<file path="src/rtl/universal_shift_reg_if.sv">
// Bus bundle for universal_shift_reg: control and data in, register state and taps out.
// The ROT signal exists only when USR_ROTATE_EN is defined.
interface universal_shift_reg_if #(
  parameter int WIDTH = 8,
  parameter int CW    = $clog2(WIDTH + 1)
);
  logic             EN;
  logic [1:0]       MODE;
  logic [WIDTH-1:0] D;
  logic             SIN_MSB;
  logic             SIN_LSB;
`ifdef USR_ROTATE_EN
  logic             ROT;
`endif
  logic [WIDTH-1:0] Q;
  logic             SOUT_LSB;
  logic             SOUT_MSB;
  logic [CW-1:0]    CNT;
  logic             DONE;

  modport master (
`ifdef USR_ROTATE_EN
    output ROT,
`endif
    output EN, MODE, D, SIN_MSB, SIN_LSB,
    input  Q, SOUT_LSB, SOUT_MSB, CNT, DONE
  );

  modport slave (
`ifdef USR_ROTATE_EN
    input  ROT,
`endif
    input  EN, MODE, D, SIN_MSB, SIN_LSB,
    output Q, SOUT_LSB, SOUT_MSB, CNT, DONE
  );
endinterface

</file>
<file path="src/rtl/universal_shift_reg.sv">
// WIDTH-bit universal shift register: hold / shift right / shift left / parallel load,
// with a saturating shift counter. Define USR_ROTATE_EN to add rotate-on-shift via ROT.
module universal_shift_reg #(
  parameter int               WIDTH     = 8,
  parameter logic [WIDTH-1:0] RESET_VAL = {WIDTH{1'b0}},
  parameter int               CW        = $clog2(WIDTH + 1)
) (
  input logic                  CLK,
  input logic                  CLR_N,
  universal_shift_reg_if.slave bus
);

  localparam logic [CW-1:0] CNT_MAX = CW'(WIDTH);

  typedef enum logic [1:0] {
    MODE_HOLD  = 2'b00,
    MODE_RIGHT = 2'b01,
    MODE_LEFT  = 2'b10,
    MODE_LOAD  = 2'b11
  } mode_e;

  logic [WIDTH-1:0] q_q, q_d;
  logic [CW-1:0]    cnt_q, cnt_d;
  logic             msb_in;
  logic             lsb_in;
  logic [CW-1:0]    cnt_inc;

`ifdef USR_ROTATE_EN
  assign msb_in = bus.ROT ? q_q[0]       : bus.SIN_MSB;
  assign lsb_in = bus.ROT ? q_q[WIDTH-1] : bus.SIN_LSB;
`else
  assign msb_in = bus.SIN_MSB;
  assign lsb_in = bus.SIN_LSB;
`endif

  // Counts shift operations regardless of direction, pinned at WIDTH.
  assign cnt_inc = (cnt_q < CNT_MAX) ? cnt_q + CW'(1) : cnt_q;

  always_comb begin
    q_d   = q_q;
    cnt_d = cnt_q;
    if (bus.EN == 1'b1) begin
      // Non-matching (including unknown) MODE values fall through to hold.
      case (bus.MODE)
        MODE_RIGHT: begin
          q_d   = {msb_in, q_q[WIDTH-1:1]};
          cnt_d = cnt_inc;
        end
        MODE_LEFT: begin
          q_d   = {q_q[WIDTH-2:0], lsb_in};
          cnt_d = cnt_inc;
        end
        MODE_LOAD: begin
          q_d   = bus.D;
          cnt_d = '0;
        end
        default: begin
          q_d   = q_q;
          cnt_d = cnt_q;
        end
      endcase
    end
  end

  always_ff @(posedge CLK or negedge CLR_N) begin
    if (!CLR_N) begin
      q_q   <= RESET_VAL;
      cnt_q <= '0;
    end else begin
      q_q   <= q_d;
      cnt_q <= cnt_d;
    end
  end

  assign bus.Q        = q_q;
  assign bus.SOUT_LSB = q_q[0];
  assign bus.SOUT_MSB = q_q[WIDTH-1];
  assign bus.CNT      = cnt_q;
  assign bus.DONE     = (cnt_q == CNT_MAX);

endmodule

</file>
<file path="src/flat_wrapper.sv">
// flat-port wrapper written by rule: the top's interface ports become plain ports
module universal_shift_reg_flat 
#(
  parameter int               WIDTH     = 8,
  parameter logic [WIDTH-1:0] RESET_VAL = {WIDTH{1'b0}},
  parameter int               CW        = $clog2(WIDTH + 1)
)
  (CLK, CLR_N, bus_EN, bus_MODE, bus_D, bus_SIN_MSB, bus_SIN_LSB, bus_Q, bus_SOUT_LSB, bus_SOUT_MSB, bus_CNT, bus_DONE);
  universal_shift_reg_if #(.WIDTH(WIDTH), .CW(CW)) bus_i ();
  input logic CLK;
  input logic CLR_N;
  input wire logic [$bits(bus_i.EN)-1:0] bus_EN;
  input wire logic [$bits(bus_i.MODE)-1:0] bus_MODE;
  input wire logic [$bits(bus_i.D)-1:0] bus_D;
  input wire logic [$bits(bus_i.SIN_MSB)-1:0] bus_SIN_MSB;
  input wire logic [$bits(bus_i.SIN_LSB)-1:0] bus_SIN_LSB;
  output wire logic [$bits(bus_i.Q)-1:0] bus_Q;
  output wire logic [$bits(bus_i.SOUT_LSB)-1:0] bus_SOUT_LSB;
  output wire logic [$bits(bus_i.SOUT_MSB)-1:0] bus_SOUT_MSB;
  output wire logic [$bits(bus_i.CNT)-1:0] bus_CNT;
  output wire logic [$bits(bus_i.DONE)-1:0] bus_DONE;
  assign bus_i.EN = bus_EN;
  assign bus_i.MODE = bus_MODE;
  assign bus_i.D = bus_D;
  assign bus_i.SIN_MSB = bus_SIN_MSB;
  assign bus_i.SIN_LSB = bus_SIN_LSB;
  assign bus_Q = bus_i.Q;
  assign bus_SOUT_LSB = bus_i.SOUT_LSB;
  assign bus_SOUT_MSB = bus_i.SOUT_MSB;
  assign bus_CNT = bus_i.CNT;
  assign bus_DONE = bus_i.DONE;
  universal_shift_reg #(.WIDTH(WIDTH), .RESET_VAL(RESET_VAL), .CW(CW)) u_core (.CLK(CLK), .CLR_N(CLR_N), .bus(bus_i));
endmodule
</file>
<file path="config.mk">
export PLATFORM = sky130hd
export DESIGN_NAME = universal_shift_reg_flat
export DESIGN_NICKNAME = d
export VERILOG_FILES = /design/src/rtl/universal_shift_reg_if.sv /design/src/rtl/universal_shift_reg.sv /design/src/flat_wrapper.sv
export SDC_FILE = /design/constraint.sdc
export NUM_CORES = 1
export LEC_CHECK = 0
export ABC_AREA = 1
export BUFFER_PORTS_ARGS = -buffer_cell sky130_fd_sc_hd__clkbuf_2
export CORE_ASPECT_RATIO = 0.9
export CORE_MARGIN = 2
export CORE_UTILIZATION = 50
export CTS_BUF_LIST = sky130_fd_sc_hd__clkbuf_4
export DETAILED_ROUTE_END_ITERATION = 12
export PLACE_DENSITY = 0.89
export SLEW_MARGIN = 40
export SYNTH_ARGS = -nofsm -noshare
export SYNTH_HDL_FRONTEND = slang
export SYNTH_SLANG_ARGS = --single-unit
export TNS_END_PERCENT = 20
</file>
<file path="constraint.sdc">
create_clock -name CLK -period 1.1 [get_ports CLK]
set_input_delay 0.11 -clock CLK [delete_from_list [all_inputs] [get_ports CLK]]
set_output_delay 0.11 -clock CLK [all_outputs]
set_load 0.05 [all_outputs]
</file>
# After elaboration in Yosys (flattened, before gate mapping)
# Cells that the tools add are included.
# totals
word_cells	17
output_inout_bits	15
regBits	12
input_bits	15
# classes
n_lt_le_gt_ge	1
n_reduce_logical	5
n_eq_ne	5
n_mux	3
add_sub_neg	1
# op_table
operator	n
one-hot mux 8 bit (3 select lines)	1
one-hot mux 4 bit (2 select lines)	1
adder 4 x 1 -> 4 bit (second input constant)	1
equality test 2 bit (second input constant)	2
equality test 4 bit (second input constant)	1
less-than comparator 4 bit (second input constant)	1
2-to-1 mux 4 bit	1
AND reduction 3 bit	1
nonzero test 3 bit	1
equality test 2 x 1 -> 1 bit (second input constant)	1
inequality test 2 x 1 -> 1 bit (second input constant)	1
AND reduction 2 bit	1
nonzero test 2 bit	1
OR reduction 2 bit	1

# Longest topological paths before layout
# Gate-level depths: netlist of run 1.
# logic_depth
depth_word	4
mapped_depth	8

# Least setup slack after synthesis of run 1
# Ideal clock, no wire load.
# synth_path
path_type	reg2out
startpoint	reg u_core.cnt_q[0] (netlist: u_core.bus.CNT[0])
endpoint	out bus_DONE
t_required_ns	0.990
slack_ns	-0.584
stages_incl_launch_ff	5
arrival_ns	1.574
path_buffers	0
cell_sequence	dfrtp_1 > inv_1 > ha_1 > nand2_1 > nor2_1
# synth_via
elab_chain_cells	1
# synth_rtl
element	line	source
start: declaration	universal_shift_reg.sv:23	logic [CW-1:0] cnt_q, cnt_d;
start signal: assignment	universal_shift_reg.sv:71	cnt_q <= cnt_d;
equality test 4 bit	universal_shift_reg.sv:79	assign bus.DONE = (cnt_q == CNT_MAX);
end: declaration	flat_wrapper.sv:21	output wire logic [$bits(bus_i.DONE)-1:0] bus_DONE;
# Every way passes these cells.

# Final worst setup path of run 1
# Ends and elaborated chain as after synthesis.

==> impl_metrics.py, run 1 <==
metrics = {
    "sta": {
        "relSlewSlack_pct": 78.7,
        "rsz0062_at_grt": "yes",
        "hold_slack_ns": 0.135,
        "final.setup_skew_ns": 0.0118,
        "layout_setup_ws_ns": -0.182,
        "setup_viol": 4,
        "timing.fmax_mhz": 780,
        "period_share_pct": 117,
        "min_period_ns": 1.28,
        "drv_slew": 0,
        "tns_ns": -0.442,
        "final_hold_viol_count": 0,
        "worst_pin_slew_ns": 0.320,
    },
    "route": {
        "drc_errors": 0,
        "vias_per_cell": 4.77,
        "firstDrtPassIters": 4,
        "ant_nets": 0,
        "wirelength_mm": 1.87,
        "drt_iter0_markers": 14,
        "vias": 820,
        "wl_per_cell_um": 10.9,
    },
    "setup_path": {
        "ff2ff_path_depth": 6,
        "cp-start-kind": "flip-flop",
        "crit_path_max_fanout": 2,
        "r2r-start": "u_core.bus.CNT[0]",
        "worstPathArrival_ns": 1.17,
        "worst_setup_path_end_kind": "output pin",
        "reg2reg_to": "u_core.bus.CNT[2]",
        "worstSetupPathType": "flip-flop to output pin",
        "reg2reg_setup_slack_ns": -0.05,
        "crit_required_ns": 0.99,
    },
    "global_routing": {
        "grt_pass1_vias": 724,
        "grt_usage_pct": 22.0,
        "grt_pass1_wl_mm": 3.11,
        "grt_overflow": 0,
        "met3_usage_pct": 7.76,
        "use_met1_pct": 29.1,
        "grt_max_degree": 13,
        "grtUsageMet2_pct": 34.2,
        "gr-max-usage-layer": "met2",
        "antenna_found_initial": 0,
    },
    "finish": {
        "utilization_pct": 75.6,
        "post-route-cell-area_um2": 1120,
        "fin_cells": 172,
        "nets": 171,
        "drive_gt1_share_pct": 44.0,
        "syn_to_final_growth_pct": 39.5,
        "diodes": 0,
    },
    "power": {
        "power.share.clock_pct": 12.4,
        "p_sw_share_pct": 48.1,
        "p_leak_nw": 0.616,
        "internal_power_mw": 1.16,
        "ir_drop_mv": 1.90,
        "seqPwrFrac_pct": 30.6,
        "p_per_area_nw_per_um2": 2000,
        "power_switching_mw": 1.07,
        "total_power_mw": 2.23,
        "power_frac_comb_pct": 57.0,
    },
    "floorplanning": {
        "die-area_um2": 1940,
        "die_h_um": 42.0,
        "num_rows": 13,
        "dieWidth_um": 46.2,
        "start_util_pct": 54.2,
        "core_area_um2": 1480,
        "io-pin-count": 30,
    },
    "run_status": {
        "violations": "negative setup slack",
        "run_status": "finished, violations left",
    },
    "place": {
        "dp_slack_ns": -0.0488,
        "placed_area_um2": 1020,
        "post-dp-hpwl_mm": 1.39,
        "portBuffers": 29,
        "placed_cells": 165,
        "place_congestion": 0.844,
    },
    "clock_tree": {
        "cts_sinks": 12,
        "clk-insertion-delay-late_ns": 0.28,
        "h-tree-depth": 1,
        "clk_pin_slew_ns": 0.08,
        "cts_buffer_depth": 2,
        "cts_buffers": 3,
        "cts_tree": "built",
        "root_buffer": "clkbuf_4",
    },
    "worst_hold_path": {
        "worstHoldStart": "bus_SIN_MSB",
        "min_path_cells": 5,
        "hold_class": "input pin to flip-flop",
        "hold_path_end": "u_core.bus.Q[7]",
    },
    "logic_synthesis": {
        "synth.distinct_cells": 17,
        "syn_inst": 110,
        "avgSynthCellArea_um2": 7.29,
        "syn_nets": 130,
        "seq_area_frac_synth_pct": 37.4,
        "netlist_area_um2": 802,
        "ys_ff_latch": 12,
        "synth-warning-count": 0,
    },
    "run": {
        "drv_cap": 0,
    },
}
synthesized netlist by cell type (all sizes together):
| cell type | instances | area, um^2 |
|---|---|---|
| ha | 5 | 62.6 |
| dfrtp | 12 | 300 |
| nand3 | 9 | 45.0 |
| inv | 10 | 37.5 |
| o21ai | 10 | 50.1 |
| buf | 4 | 37.5 |
| nor2 | 7 | 36.3 |
| nand2 | 50 | 210 |
| a21oi | 2 | 13.8 |
| xnor2 | 1 | 8.76 |
power by group through the flow:
stage | combinational [mW] | sequential, mW | clock, mW
floorplan | 0.419 | 1.07 | 0
global placement | 1.08 | 0.688 | 0
detailed placement | 1.10 | 0.695 | 0
CTS | 1.20 | 0.684 | 0.289
global route | 1.36 | 0.704 | 0.311
finish | 1.27 | 0.682 | 0.278
layer usage:
layer / vias up / wire length, um
li1: 422 / -
met1: 367 / 819
met2: 31 / 916
met3: 0 / 132
met4: 0 / 0
met5: - / 0
worst max-delay path, cell delays in order, from the launching register on:
cell,delay (ns)
dfrtp_2,0.41
inv_2,0.08
ha_4,0.13
nand2_2,0.06
nor2_4,0.09
buf_8,0.15
layout by cell type (no fill, tap or decap), drive strengths merged:
cell,n
o21ai,10
xnor2,1
nand2,50
ha,5
dfrtp,12
clkinv,1
nand3,9
a21oi,2
clkbuf,22
nor2,7
buf,20
dlygate4sd3,1
inv,10
worst max path at each step:
stage                                 start                 to  slack, ns  depth (start not counted)
final                     u_core.bus.CNT[0]           bus_DONE      -0.18                          5
after CTS                 u_core.bus.CNT[0]           bus_DONE      -0.21                          5
after floorplan           u_core.bus.CNT[1]           bus_DONE      -0.12                          4
after global placement    u_core.bus.CNT[0]           bus_DONE      -0.02                          5
after detailed placement        bus_MODE[0]  u_core.bus.CNT[2]      -0.05                          9
after global routing      u_core.bus.CNT[0]           bus_DONE      -0.26                          5
area by class of cell:
class                      instances  area [um^2]
multi-input combinational         84          449
fill                             113          362
sequential                        12          305
timing repair buffer              40          273
inverter                          10         37.5
tap                               22         27.5
clock buffer                       3         22.5
clock inverter                     1         3.75
timing repair:
action	4_1_cts	5_1_grt
gates resized for setup	9	16
pin swaps	2	0
hold buffers	1	0
hold endpoints to repair	12	0
buffers inserted	1	1
setup endpoints to repair	6	16
sequential cells by signal (all words and copies together), names as in the netlist:
register,flops
u_core.bus.Q,8
u_core.bus.CNT,4
kinds of logic (layout without fill, tap and decap cells):
group	after synthesis	after routing	synth area share, %
and+or+nand+nor	66	66	36.3
buffers and inverters	14	54	9.36
DFF	12	12	37.4
xor gates and xnor gates	1	1	1.09
adders and majority gates	5	5	7.80
AOI/OAI and AO/OA	12	12	7.96
Note: power is estimated with default switching activity, not from simulation.
==> inputs of run 2 (changes only) <==
ABC_AREA = default   (was 1)
CORE_UTILIZATION = 49   (was 50)
==> run 2 against run 1 <==
Effect of this change: the flow still finishes with violations (negative setup slack); total power decreased by 3.3%; global-route usage rose by 0.30 points; synthesized area fell by 7.5%; clock-buffer cell count unchanged; final cell count decreased by 23%; routed wire length grew 4.5%; design area fell by 6.8%; highest routed layer is now met4.
==> impl_metrics.py, run 2 <==
metrics = {
    "route": {
        "firstDrtPassIters": 4,
        "wirelength_mm": 1.95,
        "ant_nets": 0,
        "wl_per_cell_um": 14.7,
        "vias": 757,
        "vias_per_cell": 5.69,
        "drt_iter0_markers": 17,
        "drc_errors": 0,
    },
    "logic_synthesis": {
        "synth_area_leaders": "dfrtp_1, a22o_1, ha_1",
        "async_flop_share_pct": 100,
        "synth_common_cells": "dfrtp_1, a21oi_1, nand2_1",
        "synth_top_cell_area_share_pct": 40.5,
        "seq_area_frac_synth_pct": 40.5,
        "synth_flop_cell": "dfrtp_1",
        "synth.distinct_cells": 20,
        "avgSynthCellArea_um2": 8.83,
        "synth-warning-count": 0,
        "ys_ff_latch": 12,
        "synth.largest_area_cell": "dfrtp_1",
        "syn_inst": 84,
        "syn_nets": 104,
        "synth_edf_count": 0,
        "synth.most_common_cell": "dfrtp_1",
        "netlist_area_um2": 742,
    },
    "finish": {
        "utilization_pct": 72.8,
        "layout_common_cells": "clkbuf_2, nand2_1, a21oi_1",
        "largest_register_ffs": 8,
        "final-seq-area_um2": 305,
        "syn_to_final_growth_pct": 40.5,
        "post-route-cell-area_um2": 1040,
        "drive_gt1_share_pct": 42.4,
        "diodes": 0,
        "multi_input_area_um2": 420,
        "nFillCells": 109,
        "nets": 139,
        "layout_commonest_cell": "clkbuf_2",
    },
    "setup_path": {
        "r2r-start": "u_core.bus.CNT[0]",
        "worstSetupPathType": "flip-flop to output pin",
        "cp-start-kind": "flip-flop",
        "crit_path_max_fanout": 2,
        "worst_setup_path_end_kind": "output pin",
        "worstPathArrival_ns": 1.18,
        "reg2reg_setup_slack_ns": -0.09,
        "reg2reg_to": "u_core.bus.CNT[0]",
        "ff2ff_path_depth": 5,
        "crit_required_ns": 0.99,
    },
    "sta": {
        "timing.fmax_mhz": 775,
        "drv_slew": 0,
        "worst_pin_slew_ns": 0.524,
        "layout_setup_ws_ns": -0.190,
        "hold_slack_ns": 0.103,
        "relSlewSlack_pct": 65.0,
        "period_share_pct": 117,
        "final_hold_viol_count": 0,
        "min_period_ns": 1.29,
        "rsz0062_at_grt": "yes",
        "final.setup_skew_ns": 0.00143,
        "setup_viol": 5,
    },
    "global_routing": {
        "antenna_found_initial": 0,
        "grt_usage_pct": 22.3,
        "grt_max_degree": 17,
        "grt_pass1_wl_mm": 2.85,
        "grt_overflow": 0,
        "grt_pass1_vias": 656,
    },
    "clock_tree": {
        "cts_buffers": 3,
        "clk_pin_slew_ns": 0.08,
        "root_buffer": "clkbuf_4",
        "cts_sinks": 12,
        "h-tree-depth": 1,
        "cts_buffer_depth": 2,
        "cts_tree": "built",
        "clk-insertion-delay-late_ns": 0.27,
    },
    "power": {
        "p_per_area_nw_per_um2": 2070,
        "p_leak_nw": 0.515,
        "total_power_mw": 2.16,
        "ir_drop_mv": 1.81,
    },
    "floorplanning": {
        "core_area_um2": 1430,
        "die-area_um2": 1840,
        "start_util_pct": 51.8,
        "die_h_um": 40.9,
        "io-pin-count": 30,
        "num_rows": 13,
        "dieWidth_um": 45.0,
    },
    "run": {
        "drv_cap": 0,
    },
    "worst_hold_path": {
        "hold_path_end": "u_core.bus.Q[7]",
        "hold_class": "input pin to flip-flop",
        "worstHoldStart": "bus_SIN_MSB",
        "min_path_cells": 3,
    },
    "place": {
        "post-dp-hpwl_mm": 1.31,
        "placed_area_um2": 915,
        "portBuffers": 29,
        "place_congestion": 0.848,
    },
    "run_status": {
        "run_status": "finished, violations left",
        "violations": "negative setup slack",
    },
}
[run 2: cell types whose count changed after synthesis, sizes merged]
| cell | delta |
|---|---|
| nor2 | -4 |
| nand3 | -7 |
| nand2 | -39 |
| a21oi | +9 |
| xnor2 | -1 |
| nor2b | +4 |
| a22o | +8 |
| and3 | +1 |
| nand4 | +1 |
| a31oi | +2 |
| inv | -5 |
| nand2b | +1 |
| o2bb2ai | +2 |
| buf | +2 |
[run 2: layer usage]
metal  track usage (%)  part of all wire [%]  up-vias
met5                 0                     0        -
met4              8.82                   1.1        0
met3              5.73                   5.2        5
met2              36.1                    51       29
met1              28.8                    42      361
li1                  -                     -      362
[run 2: how the worst max path moves through the flow]
| stage | cells after the start | start | to | slack [ns] |
|---|---|---|---|---|
| final | 5 | u_core.bus.CNT[1] | bus_DONE | -0.19 |
| after CTS | 5 | u_core.bus.CNT[0] | bus_DONE | -0.21 |
| after global placement | 5 | bus_MODE[1] | u_core.bus.Q[3] | -0.04 |
| after global routing | 5 | u_core.bus.CNT[0] | bus_DONE | -0.25 |
| after detailed placement | 6 | bus_MODE[0] | u_core.bus.CNT[0] | -0.10 |
| after floorplan | 4 | u_core.bus.CNT[1] | u_core.bus.CNT[1] | -0.09 |
[run 2: critical path: stages, from the launching register on]
cell     delay [ns]
dfrtp_2        0.42
inv_2          0.07
ha_4           0.12
nand2_2        0.06
nor2_4         0.09
buf_8          0.15
[run 2: what timing repair did]
item                                   in CTS  in global routing
setup buffers                               1                  0
hold buffers                                1                  0
pin swaps                                   2                  2
endpoints found under the hold margin      12                  0
resized for setup                          15                 14
setup endpoints to repair                   7                 17
gates cloned                                0                  0
[run 2: cells by family after synthesis]
kind of cell,Yosys count,synth area share (%)
flip-flops,12,40.5
buffers and inverters,11,8.09
AO/OA/AOI/OAI,33,27.7
AND/OR/NAND/NOR,23,15.3
adder cells (fa/ha/maj),5,8.43
[run 2: stage by stage]
stage | instances | TNS (ns) | setup WS [ns]
after floorplan | 84 | -0.527 | -0.0941
after global placement | 127 | -0.286 | -0.0357
after detailed placement | 127 | -0.815 | -0.103
after CTS | 133 | -0.452 | -0.208
after global routing | 133 | -0.715 | -0.245
final | 133 | -0.490 | -0.190
[run 2: report_power, final]
| part | leakage, nW | switching, mW | internal (mW) |
|---|---|---|---|
| clock | 0.0154 | 0.157 | 0.131 |
| combinational | 0.350 | 0.749 | 0.448 |
| sequential | 0.149 | 0.122 | 0.552 |
| total | 0.515 | 1.03 | 1.13 |
[run 2: layout make-up]
type                       count  area share, %
sequential                    12           29.3
multi-input combinational     61           40.3
tap                           15           1.80
clock buffer                   3           2.16
inverter                       5           1.80
timing repair buffer          36           24.2
clock inverter                 1          0.360
==> inputs of run 3 (changes only) <==
BUFFER_PORTS_ARGS = -buffer_cell sky130_fd_sc_hd__buf_2   (was -buffer_cell sky130_fd_sc_hd__clkbuf_2)
==> run 3 against run 2 <==
Effect of this change: the flow still finishes with violations (negative setup slack); highest routed layer unchanged; total power is 2.4% lower; clock skew grew 0.0026 ns; routed wire length fell by 4.7%; combinational power down 6%; final cell count unchanged; utilization decreased by 1.0 points; sequential cell count is the same; hold slack improved by 0.020 ns; register-to-register slack better by 0.05 ns; setup slack worse by 0.018 ns; non-clock buffer count stayed put; clock-buffer cell count unchanged.
==> impl_metrics.py, run 3 (synthesized netlist as in run 2, its figures left out) <==
metrics = {
    "run_status": {
        "run_status": "finished, violations left",
        "violations": "negative setup slack",
    },
    "worst_hold_path": {
        "hold_class": "input pin to flip-flop",
    },
    "global_routing": {
        "grt_pass1_wl_mm": 2.79,
        "grt_max_degree": 17,
        "grt_overflow": 0,
        "antenna_found_initial": 0,
        "grt_usage_pct": 22.4,
        "grt_pass1_vias": 618,
    },
    "route": {
        "firstDrtPassIters": 4,
        "drc_errors": 0,
        "wl_met1_um": 811,
        "vias": 731,
        "met3_length_um": 81,
        "wl_per_cell_um": 14.0,
        "met2_length_um": 934,
        "vias_per_cell": 5.50,
        "drt_iter0_markers": 17,
        "wirelength_mm": 1.86,
        "routed.top_layer": "met4",
        "ant_nets": 0,
    },
    "power": {
        "power_frac_comb_pct": 53.6,
        "seqPwrFrac_pct": 32.4,
        "power.share.clock_pct": 14.0,
        "p_per_area_nw_per_um2": 2050,
        "p_sw_share_pct": 47.8,
        "ir_drop_mv": 1.33,
        "power_switching_mw": 1.01,
        "p_leak_nw": 0.506,
        "internal_power_mw": 1.10,
    },
    "sta": {
        "min_period_ns": 1.31,
        "drv_slew": 0,
        "layout_setup_ws_ns": -0.208,
        "rsz0062_at_grt": "yes",
        "final_hold_viol_count": 0,
        "period_share_pct": 119,
        "timing.fmax_mhz": 764,
        "setup_viol": 5,
        "worst_pin_slew_ns": 0.528,
        "final.setup_skew_ns": 0.00402,
        "relSlewSlack_pct": 64.8,
    },
    "setup_path": {
        "crit_path_max_fanout": 3,
        "worst_setup_path_end_kind": "output pin",
        "cp-start-kind": "flip-flop",
        "crit_required_ns": 0.99,
        "worstPathArrival_ns": 1.20,
        "max_stage_delay_ns": 0.43,
        "critPathSlowestCell": "dfrtp_2",
        "worstSetupPathType": "flip-flop to output pin",
        "crit_chain": "inv_2 > ha_4 > nand2_2 > nor2_4 > buf_6",
    },
    "floorplanning": {
        "dieWidth_um": 45.0,
        "core_area_um2": 1430,
        "die_h_um": 40.9,
        "die-area_um2": 1840,
        "num_rows": 13,
        "io-pin-count": 30,
        "start_util_pct": 51.8,
    },
    "clock_tree": {
        "clk_pin_slew_ns": 0.08,
        "cts_buffer_depth": 2,
        "cts_buffers": 3,
        "clk-insertion-delay-late_ns": 0.28,
        "root_buffer": "clkbuf_4",
        "cts_sinks": 12,
        "h-tree-depth": 1,
        "cts_tree": "built",
    },
    "finish": {
        "largest_register_ffs": 8,
        "multi_input_area_um2": 410,
        "syn_to_final_growth_pct": 38.4,
        "layout_commonest_cell": "buf_2",
        "nFillCells": 104,
        "drive_gt1_share_pct": 42.4,
        "final-seq-area_um2": 305,
        "utilization_pct": 71.8,
        "fin_cells": 133,
        "nets": 139,
        "layout_common_cells": "buf_2, nand2_1, a21oi_1, clkbuf_4, o21ai_1",
        "diodes": 0,
    },
    "place": {
        "portBuffers": 29,
        "post-dp-hpwl_mm": 1.27,
        "place_congestion": 0.862,
        "placed_cells": 127,
    },
    "run": {
        "drv_cap": 0,
    },
}
-- run 3: changes by cell type in the layout (fill, tap and decap cells not counted) --
cell       delta
buf_8         -2
clkbuf_16     -1
buf_2        +11
ha_4          -1
ha_2          +1
buf_6         +4
clkbuf_2     -16
clkbuf_4      +4
-- run 3: power by group through the flow --
stage	sequential (mW)	combinational, mW	clock (mW)
after floorplan	1.04	0.328	0
after global placement	0.679	0.930	0
after detailed placement	0.685	0.958	0
after CTS	0.673	1.08	0.302
after global routing	0.698	1.20	0.321
final	0.683	1.13	0.295
-- run 3: what timing repair did --
item                       in CTS  in global routing
pin swaps                       2                  0
setup endpoints to repair       7                 18
hold endpoints to repair       12                  0
hold buffers                    1                  0
buffers inserted                1                  0
gates resized for setup        11                 13
-- run 3: worst max-delay path, delay by kind of cell, from the launching register on --
| family | cells | cell delay [ns] |
|---|---|---|
| buffers and inverters | 2 | 0.23 |
| AND/OR/NAND/NOR | 2 | 0.14 |
| adder cells (fa/ha/maj) | 1 | 0.12 |
| flip-flops | 1 | 0.43 |
-- run 3: final timing paths --
check | start | endpoint | slack, ns | depth (start not counted)
setup / recovery | u_core.bus.CNT[0] | bus_DONE | -0.21 | 5
hold / removal | bus_SIN_MSB | u_core.bus.Q[7] | 0.12 | 3
setup reg to reg | u_core.bus.CNT[0] | u_core.bus.CNT[0] | -0.04 | 5
hold reg to reg | u_core.bus.Q[0] | u_core.bus.Q[0] | 0.55 | 2
max in group asynchronous | CLR_N | u_core.bus.CNT[2] | 0.63 | 2
min in group asynchronous | CLR_N | u_core.bus.CNT[3] | 0.23 | 2
-- run 3: routing by layer --
layer  vias to the layer above  GRT usage [%]
met5                         -              0
met4                         0           11.0
met3                         5           7.93
met2                        23           36.1
met1                       337           26.8
li1                        366              -
-- run 3: area by class of cell --
type | instances | share of cell area (%)
Clock buffer | 3 | 2.19
Clock inverter | 1 | 0.365
Inverter | 5 | 1.83
Multi-Input combinational cell | 61 | 40.0
Sequential cell | 12 | 29.7
Tap cell | 15 | 1.83
Timing Repair Buffer | 36 | 24.1
-- run 3: stage by stage --
stage | setup WS (ns) | hold slack, ns | setup TNS, ns | total power [mW] | instance area [um^2]
6_report | -0.208 | 0.122 | -0.431 | 2.11 | 1030
5_1_grt | -0.262 | 0.121 | -0.713 | 2.22 | 1030
4_1_cts | -0.201 | 0.123 | -0.429 | 2.05 | 997
3_5_place_dp | -0.0915 | 0.00466 | -0.707 | 1.64 | 915
3_3_place_gp | -0.0473 | -0.00105 | -0.269 | 1.61 | 915
2_1_floorplan | -0.0941 | -0.186 | -0.527 | 1.37 | 754
